## config.mk

```make
export PLATFORM = sky130hd
export DESIGN_NAME = tx_frame_mod_flat
export DESIGN_NICKNAME = d
export VERILOG_FILES = /design/src/rtl/tx_frame_mod_if.sv /design/src/rtl/tx_frame_mod.sv /design/src/flat_wrapper.sv
export SDC_FILE = /design/constraint.sdc
export NUM_CORES = 1
export LEC_CHECK = 0
export ABC_AREA = 1
export BUFFER_PORTS_ARGS = -buffer_cell sky130_fd_sc_hd__buf_2
export CORE_ASPECT_RATIO = 1.1
export CORE_MARGIN = 5
export CORE_UTILIZATION = 55
export CTS_BUF_LIST = sky130_fd_sc_hd__clkbuf_8
export DETAILED_ROUTE_END_ITERATION = 6
export HOLD_SLACK_MARGIN = 0.02
export PLACE_DENSITY = 0.85
export SYNTH_ARGS = -nofsm -noshare
export SYNTH_HDL_FRONTEND = slang
export SYNTH_SLANG_ARGS = --single-unit
export TNS_END_PERCENT = 100
```

## constraint.sdc

```tcl
create_clock -name clk -period 2.53 [get_ports clk]
set_clock_uncertainty 0.1 [all_clocks]
set_input_delay 0.3795 -clock clk [delete_from_list [all_inputs] [get_ports clk]]
set_output_delay 0.3795 -clock clk [all_outputs]
set_load 0.02 [all_outputs]
```

## src/rtl/tx_frame_mod_if.sv

```systemverilog
// Stream bundle between the TX bit source, the framer and the sample sink.
//
// Valid/ready rule on both streams: a transfer happens on a rising clk edge
// where valid && ready. The sender holds its payload stable while valid is
// high and ready is low. The sender never waits for ready before it raises
// valid.
// in_ready is combinational from out_ready and the framer's slot state.
interface tx_frame_mod_if #(
    parameter int DATA_W = 12
) ();
    // Input bit-pair stream and mode select.
    logic                  in_valid;
    logic                  in_i;
    logic                  in_q;
    logic                  in_ready;
    logic                  zero_stuff;

    // Output I/Q sample stream.
    logic                  out_valid;
    logic [2*DATA_W-1:0]   out_data;
    logic                  out_ready;
    logic                  out_last;

    // Source and sink side: drives bits and out_ready, observes samples.
    modport master (
        output in_valid, in_i, in_q, zero_stuff, out_ready,
        input  in_ready, out_valid, out_data, out_last
    );

    // Framer side.
    modport slave (
        input  in_valid, in_i, in_q, zero_stuff, out_ready,
        output in_ready, out_valid, out_data, out_last
    );
endinterface

```

## src/rtl/tx_frame_mod.sv

```systemverilog
// QPSK transmit framer/modulator.
// Emits frames of HDR_LEN constant header symbols followed by PAYLOAD_LEN
// input symbols. Each symbol is expanded to SPS I/Q samples, either held or
// as an impulse followed by zeros.
module tx_frame_mod #(
    parameter int                   DATA_W      = 12,
    parameter int                   SPS         = 8,
    parameter int                   HDR_LEN     = 16,
    parameter logic [2*HDR_LEN-1:0] HDR_PATTERN = 32'h1ACFFC1D,
    parameter int                   PAYLOAD_LEN = 64,
    parameter int                   AMP         = 1024
) (
    input  logic               clk,
    input  logic               rst,
    tx_frame_mod_if.slave      bus,
    output logic               busy,
    output logic               underrun,
    output logic [1:0]         state_o
);

    localparam int MAX_LEN = (HDR_LEN > PAYLOAD_LEN) ? HDR_LEN : PAYLOAD_LEN;
    // The counter reaches PAYLOAD_LEN (the count of loaded payload symbols).
    localparam int CNT_W   = $clog2(MAX_LEN + 1);
    localparam int S_W     = $clog2(SPS);

    localparam logic [DATA_W-1:0] POS      = DATA_W'(AMP);
    localparam logic [DATA_W-1:0] NEG      = DATA_W'(-AMP);
    localparam logic [S_W-1:0]    LAST_S   = S_W'(SPS - 1);
    localparam logic [CNT_W-1:0]  HDR_LAST = CNT_W'(HDR_LEN - 1);
    localparam logic [CNT_W-1:0]  PAY_LAST = CNT_W'(PAYLOAD_LEN);

    typedef enum logic [1:0] {
        IDLE    = 2'd0,
        HEADER  = 2'd1,
        PAYLOAD = 2'd2
    } state_t;

    // Bit 0 maps to +AMP and bit 1 maps to -AMP.
    function automatic logic [DATA_W-1:0] map_bit(input logic b);
        return b ? NEG : POS;
    endfunction

    // Sample s of symbol (bi, bq). In zero-stuff mode only s=0 carries energy.
    function automatic logic [2*DATA_W-1:0] sample_val(input logic bi, input logic bq,
                                                       input logic [S_W-1:0] s,
                                                       input logic zs);
        if (zs && (s != '0))
            return '0;
        return {map_bit(bi), map_bit(bq)};
    endfunction

    // Header symbol k as {I, Q} = {bit[2k+1], bit[2k]}.
    function automatic logic [1:0] hdr_sym(input logic [CNT_W-1:0] k);
        logic [1:0] r;
        r = 2'b00;
        for (int j = 0; j < HDR_LEN; j++)
            if (k == CNT_W'(j))
                r = {HDR_PATTERN[2*j+1], HDR_PATTERN[2*j]};
        return r;
    endfunction

    state_t                state_q;
    logic                  zs_q;
    logic                  sym_i_q;
    logic                  sym_q_q;
    logic [S_W-1:0]        s_q;
    // HEADER: index of the current header symbol. PAYLOAD: payload symbols loaded.
    logic [CNT_W-1:0]      cnt_q;
    logic                  out_valid_q;
    logic [2*DATA_W-1:0]   out_data_q;
    logic                  out_last_q;
    logic                  underrun_q;

    logic                  accept;
    logic                  last_samp;
    logic                  next_is_pay;
    logic                  load_opp;
    logic [S_W-1:0]        s_d;
    logic [1:0]            hdr_nxt_d;
    logic [1:0]            hdr0;

    assign accept      = out_valid_q && bus.out_ready;
    assign last_samp   = (s_q == LAST_S);
    assign s_d         = s_q + 1'b1;
    assign hdr_nxt_d   = hdr_sym(cnt_q + 1'b1);
    assign hdr0        = {HDR_PATTERN[1], HDR_PATTERN[0]};
    // The symbol after the current one comes from the input stream.
    assign next_is_pay = ((state_q == HEADER) && (cnt_q == HDR_LAST)) ||
                         ((state_q == PAYLOAD) && (cnt_q < PAY_LAST));
    // A payload pair is taken when the slot is empty or its last sample leaves now.
    assign load_opp    = next_is_pay &&
                         (((state_q == PAYLOAD) && !out_valid_q) || (accept && last_samp));

    assign bus.in_ready  = load_opp;
    assign bus.out_valid = out_valid_q;
    assign bus.out_data  = out_data_q;
    assign bus.out_last  = out_last_q;
    assign busy          = (state_q != IDLE);
    assign underrun      = underrun_q;
    assign state_o       = state_q;

    // Frame FSM: symbol slot, sample counter and registered output sample.
    always_ff @(posedge clk or posedge rst) begin
        if (rst) begin
            state_q     <= IDLE;
            zs_q        <= 1'b0;
            sym_i_q     <= 1'b0;
            sym_q_q     <= 1'b0;
            s_q         <= '0;
            cnt_q       <= '0;
            out_valid_q <= 1'b0;
            out_data_q  <= '0;
            out_last_q  <= 1'b0;
            underrun_q  <= 1'b0;
        end else begin
            case (state_q)
                IDLE: begin
                    out_valid_q <= 1'b0;
                    out_last_q  <= 1'b0;
                    // The triggering pair only starts the frame. It is consumed later as payload.
                    if (bus.in_valid) begin
                        state_q     <= HEADER;
                        zs_q        <= bus.zero_stuff;
                        sym_i_q     <= hdr0[1];
                        sym_q_q     <= hdr0[0];
                        s_q         <= '0;
                        cnt_q       <= '0;
                        out_valid_q <= 1'b1;
                        out_data_q  <= sample_val(hdr0[1], hdr0[0], '0, bus.zero_stuff);
                    end
                end

                HEADER: begin
                    if (accept) begin
                        if (!last_samp) begin
                            s_q        <= s_d;
                            out_data_q <= sample_val(sym_i_q, sym_q_q, s_d, zs_q);
                        end else if (cnt_q != HDR_LAST) begin
                            cnt_q      <= cnt_q + 1'b1;
                            s_q        <= '0;
                            sym_i_q    <= hdr_nxt_d[1];
                            sym_q_q    <= hdr_nxt_d[0];
                            out_data_q <= sample_val(hdr_nxt_d[1], hdr_nxt_d[0], '0, zs_q);
                        end else begin
                            state_q <= PAYLOAD;
                            s_q     <= '0;
                            if (bus.in_valid) begin
                                cnt_q      <= CNT_W'(1);
                                sym_i_q    <= bus.in_i;
                                sym_q_q    <= bus.in_q;
                                out_data_q <= sample_val(bus.in_i, bus.in_q, '0, zs_q);
                            end else begin
                                cnt_q       <= '0;
                                out_valid_q <= 1'b0;
                                underrun_q  <= 1'b1;
                            end
                        end
                    end
                end

                PAYLOAD: begin
                    if (!out_valid_q) begin
                        // Starved slot: resume as soon as a pair shows up.
                        if (bus.in_valid) begin
                            cnt_q       <= cnt_q + 1'b1;
                            s_q         <= '0;
                            sym_i_q     <= bus.in_i;
                            sym_q_q     <= bus.in_q;
                            out_valid_q <= 1'b1;
                            out_last_q  <= 1'b0;
                            out_data_q  <= sample_val(bus.in_i, bus.in_q, '0, zs_q);
                        end
                    end else if (accept) begin
                        if (!last_samp) begin
                            s_q        <= s_d;
                            out_data_q <= sample_val(sym_i_q, sym_q_q, s_d, zs_q);
                            out_last_q <= (s_d == LAST_S) && (cnt_q == PAY_LAST);
                        end else if (cnt_q == PAY_LAST) begin
                            state_q     <= IDLE;
                            out_valid_q <= 1'b0;
                            out_last_q  <= 1'b0;
                        end else if (bus.in_valid) begin
                            cnt_q      <= cnt_q + 1'b1;
                            s_q        <= '0;
                            sym_i_q    <= bus.in_i;
                            sym_q_q    <= bus.in_q;
                            out_last_q <= 1'b0;
                            out_data_q <= sample_val(bus.in_i, bus.in_q, '0, zs_q);
                        end else begin
                            out_valid_q <= 1'b0;
                            out_last_q  <= 1'b0;
                            underrun_q  <= 1'b1;
                        end
                    end
                end

                default: state_q <= IDLE;
            endcase
        end
    end

endmodule

```

## src/flat_wrapper.sv

```systemverilog
// flat-port wrapper written by rule: the top's interface ports become plain ports
module tx_frame_mod_flat 
#(
    parameter int                   DATA_W      = 12,
    parameter int                   SPS         = 8,
    parameter int                   HDR_LEN     = 16,
    parameter logic [2*HDR_LEN-1:0] HDR_PATTERN = 32'h1ACFFC1D,
    parameter int                   PAYLOAD_LEN = 64,
    parameter int                   AMP         = 1024
)
  (clk, rst, busy, underrun, state_o, bus_in_valid, bus_in_i, bus_in_q, bus_zero_stuff, bus_out_ready, bus_in_ready, bus_out_valid, bus_out_data, bus_out_last);
  tx_frame_mod_if #(.DATA_W(DATA_W)) bus_i ();
  input  logic clk;
  input  logic rst;
  output logic busy;
  output logic underrun;
  output logic [1:0] state_o;
  input wire logic [$bits(bus_i.in_valid)-1:0] bus_in_valid;
  input wire logic [$bits(bus_i.in_i)-1:0] bus_in_i;
  input wire logic [$bits(bus_i.in_q)-1:0] bus_in_q;
  input wire logic [$bits(bus_i.zero_stuff)-1:0] bus_zero_stuff;
  input wire logic [$bits(bus_i.out_ready)-1:0] bus_out_ready;
  output wire logic [$bits(bus_i.in_ready)-1:0] bus_in_ready;
  output wire logic [$bits(bus_i.out_valid)-1:0] bus_out_valid;
  output wire logic [$bits(bus_i.out_data)-1:0] bus_out_data;
  output wire logic [$bits(bus_i.out_last)-1:0] bus_out_last;
  assign bus_i.in_valid = bus_in_valid;
  assign bus_i.in_i = bus_in_i;
  assign bus_i.in_q = bus_in_q;
  assign bus_i.zero_stuff = bus_zero_stuff;
  assign bus_i.out_ready = bus_out_ready;
  assign bus_in_ready = bus_i.in_ready;
  assign bus_out_valid = bus_i.out_valid;
  assign bus_out_data = bus_i.out_data;
  assign bus_out_last = bus_i.out_last;
  tx_frame_mod #(.DATA_W(DATA_W), .SPS(SPS), .HDR_LEN(HDR_LEN), .HDR_PATTERN(HDR_PATTERN), .PAYLOAD_LEN(PAYLOAD_LEN), .AMP(AMP)) u_core (.clk(clk), .rst(rst), .bus(bus_i), .busy(busy), .underrun(underrun), .state_o(state_o));
endmodule
```

After elaboration in Yosys (flattened, before gate mapping) --
Index checks and enable logic that the tools add are counted.
Operators by class: add/subtract/negate cells 2, order comparisons 1, equal/unequal tests 37, muxes and demuxes 112, reductions and logical operators 26
Operator list (count):
- $mux W24 | 12
- $mux W12 | 6
- $pmux W24 S3 | 1
- $eq A7 B4 Y1 const B | 9
- $mux W7 | 9
- $mux W1 | 46
- $mux W2 | 23
- $eq A7 B3 Y1 const B | 4
- $mux W3 | 7
- $pmux W7 S3 | 1
- $reduce_and A8 Y1 | 2
- $eq A7 B2 Y1 const B | 2
- $ne A2 B1 Y1 const B | 5
- $ne A2 B2 Y1 const B | 5
- $reduce_and A5 Y1 | 2
- $ne A3 B3 Y1 const B | 3
- $pmux W1 S3 | 3
- $pmux W3 S3 | 1
- $logic_and A1 B1 Y1 | 8
- $add A7 B1 Y7 const B | 1
- $eq A7 B1 Y1 const B | 1
- $eq A7 B7 Y1 const B | 1
- $logic_not A7 Y1 | 1
- $lt A7 B7 Y1 const B | 1
- other kinds (18) | 24
Word-level totals: flip-flop bits (word level) 42, input bits 7, output and inout bits 31, word-level logic and storage cells 188

Longest topological paths before layout --
depth in word-level cells 23, gate-level depth with buffers 21, mapped depth without buffers 21

Worst setup path after synthesis --
OpenSTA, ideal clock, no wires.
path kind register to register, start register u_core.state_q[0] (netlist: u_core.state_o[0]), end register u_core.cnt_q[0], library setup time 76 ps, data arrival time 2041 ps, data required time 2354 ps, setup slack 312 ps, cell stages (with the launch flop) 12, buffers on the path 2, clock period less this slack 2218 ps, cell sequence dfrtp_1 -> inv_1 -> ha_1 -> inv_1 -> clkbuf_1 -> nor3_1 -> nor4_2 -> inv_2 -> nor2_4 -> buf_4 -> nand3_1 -> o21ai_1
On the way: cells in the longest elaborated chain, start to end 3, elaborated cells on any way between the ends 12, classes of those cells eq/ne (8); mux (1); reduce/logical (3)
Ends and longest elaborated chain:
- start: declaration | RTL line tx_frame_mod.sv:62 | state_t state_q;
- start signal: assignment | RTL line tx_frame_mod.sv:105 | state_q <= IDLE;
- start signal: assignment | RTL line tx_frame_mod.sv:122 | state_q <= HEADER;
- start signal: assignment | RTL line tx_frame_mod.sv:145 | state_q <= PAYLOAD;
- $eq A2 B2 Y1 (tied with other cells) | RTL line tx_frame_mod.sv:116 | case (state_q)
- $ne A3 B3 Y1 (no source line) (tied with other cells)
- $reduce_and A7 Y1 (no source line)
- end signal: assignment | RTL line tx_frame_mod.sv:139 | cnt_q <= cnt_q + 1'b1;
- end signal: assignment | RTL line tx_frame_mod.sv:165 | cnt_q <= cnt_q + 1'b1;
- end signal: assignment | RTL line tx_frame_mod.sv:183 | cnt_q <= cnt_q + 1'b1;
- end: declaration | RTL line tx_frame_mod.sv:68 | logic [CNT_W-1:0] cnt_q;
Several ways; a longest one is shown, not always the timed one. A chain may end at the register's enable or synchronous reset.

Worst setup path in the final report --
start register u_core.state_q[0] (netlist: u_core.state_o[0]), end output port bus_in_ready
On the way: cells in the longest elaborated chain, start to end 4, elaborated cells on any way between the ends 8, classes of those cells eq/ne (2); reduce/logical (6)
Ends and longest elaborated chain:
- $eq A2 B1 Y1 or $eq A2 B2 Y1 (tied branches) | RTL line tx_frame_mod.sv:88, tx_frame_mod.sv:89, tx_frame_mod.sv:92
- $logic_and A1 B1 Y1 (on tied branches) | RTL line tx_frame_mod.sv:88, tx_frame_mod.sv:89, tx_frame_mod.sv:92
- $logic_or A1 B1 Y1 (on tied branches) | RTL line tx_frame_mod.sv:88, tx_frame_mod.sv:92
- $logic_and A1 B1 Y1 * | RTL line tx_frame_mod.sv:91 | assign load_opp = next_is_pay &&
- end: declaration | RTL line flat_wrapper.sv:23 | output wire logic [$bits(bus_i.in_ready)-1:0] bus_in_ready;
Mark *: on every way between the ends. The rest lies on a longest branch, timed or not.

==> reports/metrics.cfg <==
[outcome]
status = finished clean

[grt]
grt_pass1_vias = 2335
grt_max_degree = 43
grt-ovfl-total = 0
antenna_found_initial = 0
grt_pass1_wl_um = 10090
track_usage_pct = 21.27

[detailed_routing]
drt_iter0_markers = 169
wl_um = 5882
drc = 0
avgViaCountPerCell = 5.352
antenna_left = 0
num_vias = 2403
avgRoutedWirePerCell_um = 13.10
drt_first_pass_iters = 5

[die]
die_x_um = 75.02
dieArea_um2 = 6115
start_util_pct = 55.76
ioPinCount = 38
die_y_um = 81.52
rows = 26
core_um2 = 4587

[synth]
synth-seq-cells = 42
async_flop_share_pct = 100.0
ys.warnings.count = 0
synth_cells = 347
synth_ff_type = dfrtp_1
synth-edff-count = 0
synth.area.top_cells = dfrtp_1, nand2_1, inv_1
yosys.area.top_type = dfrtp_1
syn_area_um2 = 2557
synthesis.nets = 367
ys_types = 37
synth.yosys.seq_area_share_pct = 41.10
avgSynthCellArea_um2 = 7.370
synth_top_area_share_pct = 41.10

[worst_setup_path]
rr_worst_depth = 18
endpoint_kind = output pin
rrSetupSlack_ps = 190
crit_type = reg -> out
worstPathRequired_ps = 2050
worstPathMaxFanout = 10
r2r-end = u_core.bus.out_data[23]
rr_startpoint = u_core.cnt_q[0]
crit_arrival_ps = 1920
start_kind = flop

[sta]
fmax_ghz = 0.4176
fin_setup_tns_ps = 0
tightest_slew_ps = 530.9
final_hold_viol_count = 0
final_max_slew_viol_count = 0
setup_viol = 0
slew_headroom_pct = 64.61
finalCriticalPeriod_ps = 2395
rsz0062_at_grt = false
timing.final.crit_share_pct = 94.64

[layout]
areaGrowthSynthToFinish_pct = 17.03
layout.cells.most_common_list = nand2_1, inv_1, nor2_1, dfrtp_1, buf_2
final_cell_area_um2 = 2993
n_antenna_cell = 0
drive_above_1_share_pct = 19.85
nNetsFinal = 412
mostFrequentLayoutCell = nand2_1

[cts]
ctsHtreeMaxLevel = 2
clk_pin_slew_ps = 90
clock_path_buffers = 2
cts_tree = done
clock_latency_ps = 310
cts_hold_buf = 0
numClockSinks = 42
cts_inserted_buffers = 5
cts_root_buf = clkbuf_8

[placed_design]
finalWeightedCongestion = 0.9187
post-dp-hpwl_um = 4400
portBuffers = 37
post_dp_cell_area_um2 = 2844

[pwr]
peakVddDrop_uv = 580.9
power.leakage_nw = 1.530
power.density_nw_per_um2 = 986.5

[min_path]
hp-class = in -> async

[run]
max-cap-violations = 0

power breakdown:
| part | switching [mW] | leakage (nW) | internal (mW) |
|---|---|---|---|
| combinational | 1.02 | 0.914 | 0.544 |
| sequential | 0.0858 | 0.557 | 0.767 |
| clock | 0.240 | 0.0585 | 0.295 |
| total | 1.35 | 1.53 | 1.61 |
metrics by stage:
step                hold WS [ps]  setup WS (ps)  utilization [%]  instances  power [mW]
floorplan                  360.1          312.5                -        347       1.946
global placement           341.6          210.4            62.00        440       2.310
detailed placement         377.3          164.4            62.00        440       2.345
CTS                        103.3          106.8            64.46        448       2.886
global route               167.9          2.440            65.25        449       3.201
finish                     94.24          135.5            65.25        449       2.953
cell usage after synthesis (3+ instances only):
library cell / n
clkbuf_1: 3
nor3_1: 8
nand2_1: 67
nand4_1: 4
ha_1: 13
nand3_1: 18
nand2_2: 3
buf_2: 3
o31ai_1: 3
inv_2: 3
nor2_1: 56
inv_1: 61
o21ai_1: 5
o21ai_0: 16
dfrtp_1: 42
a21oi_1: 12
o21a_1: 3
nor3_2: 3
per-layer routing:
| layer | track usage (%) | part of all wire [%] | vias up |
|---|---|---|---|
| li1 | - | - | 1191 |
| met1 | 24.76 | 39 | 1105 |
| met2 | 36.85 | 53 | 92 |
| met3 | 4.896 | 6.2 | 15 |
| met4 | 9.431 | 1.8 | 0 |
| met5 | 0 | 0 | - |
registers in the layout (all words and copies together) (netlist names):
name / flops
u_core.underrun: 1
u_core.sym_q_q: 1
u_core.s_q: 3
u_core.sym_i_q: 1
u_core.bus.out_valid: 1
u_core.cnt_q: 7
u_core.state_o: 2
u_core.bus.out_last: 1
u_core.zs_q: 1
u_core.bus.out_data: 24
final cells by class:
type                       count  area (µm²)
fill                         371        1594
multi-input combinational    233        1256
sequential                    42        1052
timing repair buffer          45       257.7
inverter                      65       244.0
tap                           56       70.07
clock buffer                   5       68.82
clock inverter                 3       43.79
worst max-delay path: stages, from the launching register on:
cell       delay, ps
dfrtp_1          420
inv_1            110
ha_1             310
inv_1            100
buf_4            190
nor2_1           140
a2bb2oi_1        160
buf_2            180
worst max path at each step:
| stage | startpoint | endpoint | slack [ps] |
|---|---|---|---|
| after CTS | u_core.s_q[1] | bus_in_ready | 110 |
| after detailed placement | u_core.cnt_q[0] | u_core.bus.out_data[23] | 160 |
| after global placement | u_core.cnt_q[0] | u_core.bus.out_data[23] | 210 |
| after global routing | u_core.cnt_q[0] | u_core.bus.out_data[23] | 2 |
| final | u_core.state_o[0] | bus_in_ready | 140 |
| after floorplan | u_core.state_o[0] | u_core.cnt_q[0] | 310 |
cell families (layout without fill, tap and decap cells):
kind of cell / Yosys count / after routing / synth area share (%)
fa+ha+maj: 13 / 13 / 6.360
buf+inv: 73 / 118 / 11.15
simple gates: 166 / 167 / 28.67
compound gates: 52 / 52 / 12.38
flops: 42 / 42 / 41.10
xor+xnor: 1 / 1 / 0.3425
timing repair:
item | in CTS | in global routing
endpoints found under the setup margin | 0 | 12
resized for setup | 0 | 9
buffers inserted | 0 | 0
No activity file was read; power rests on OpenSTA's default activity.
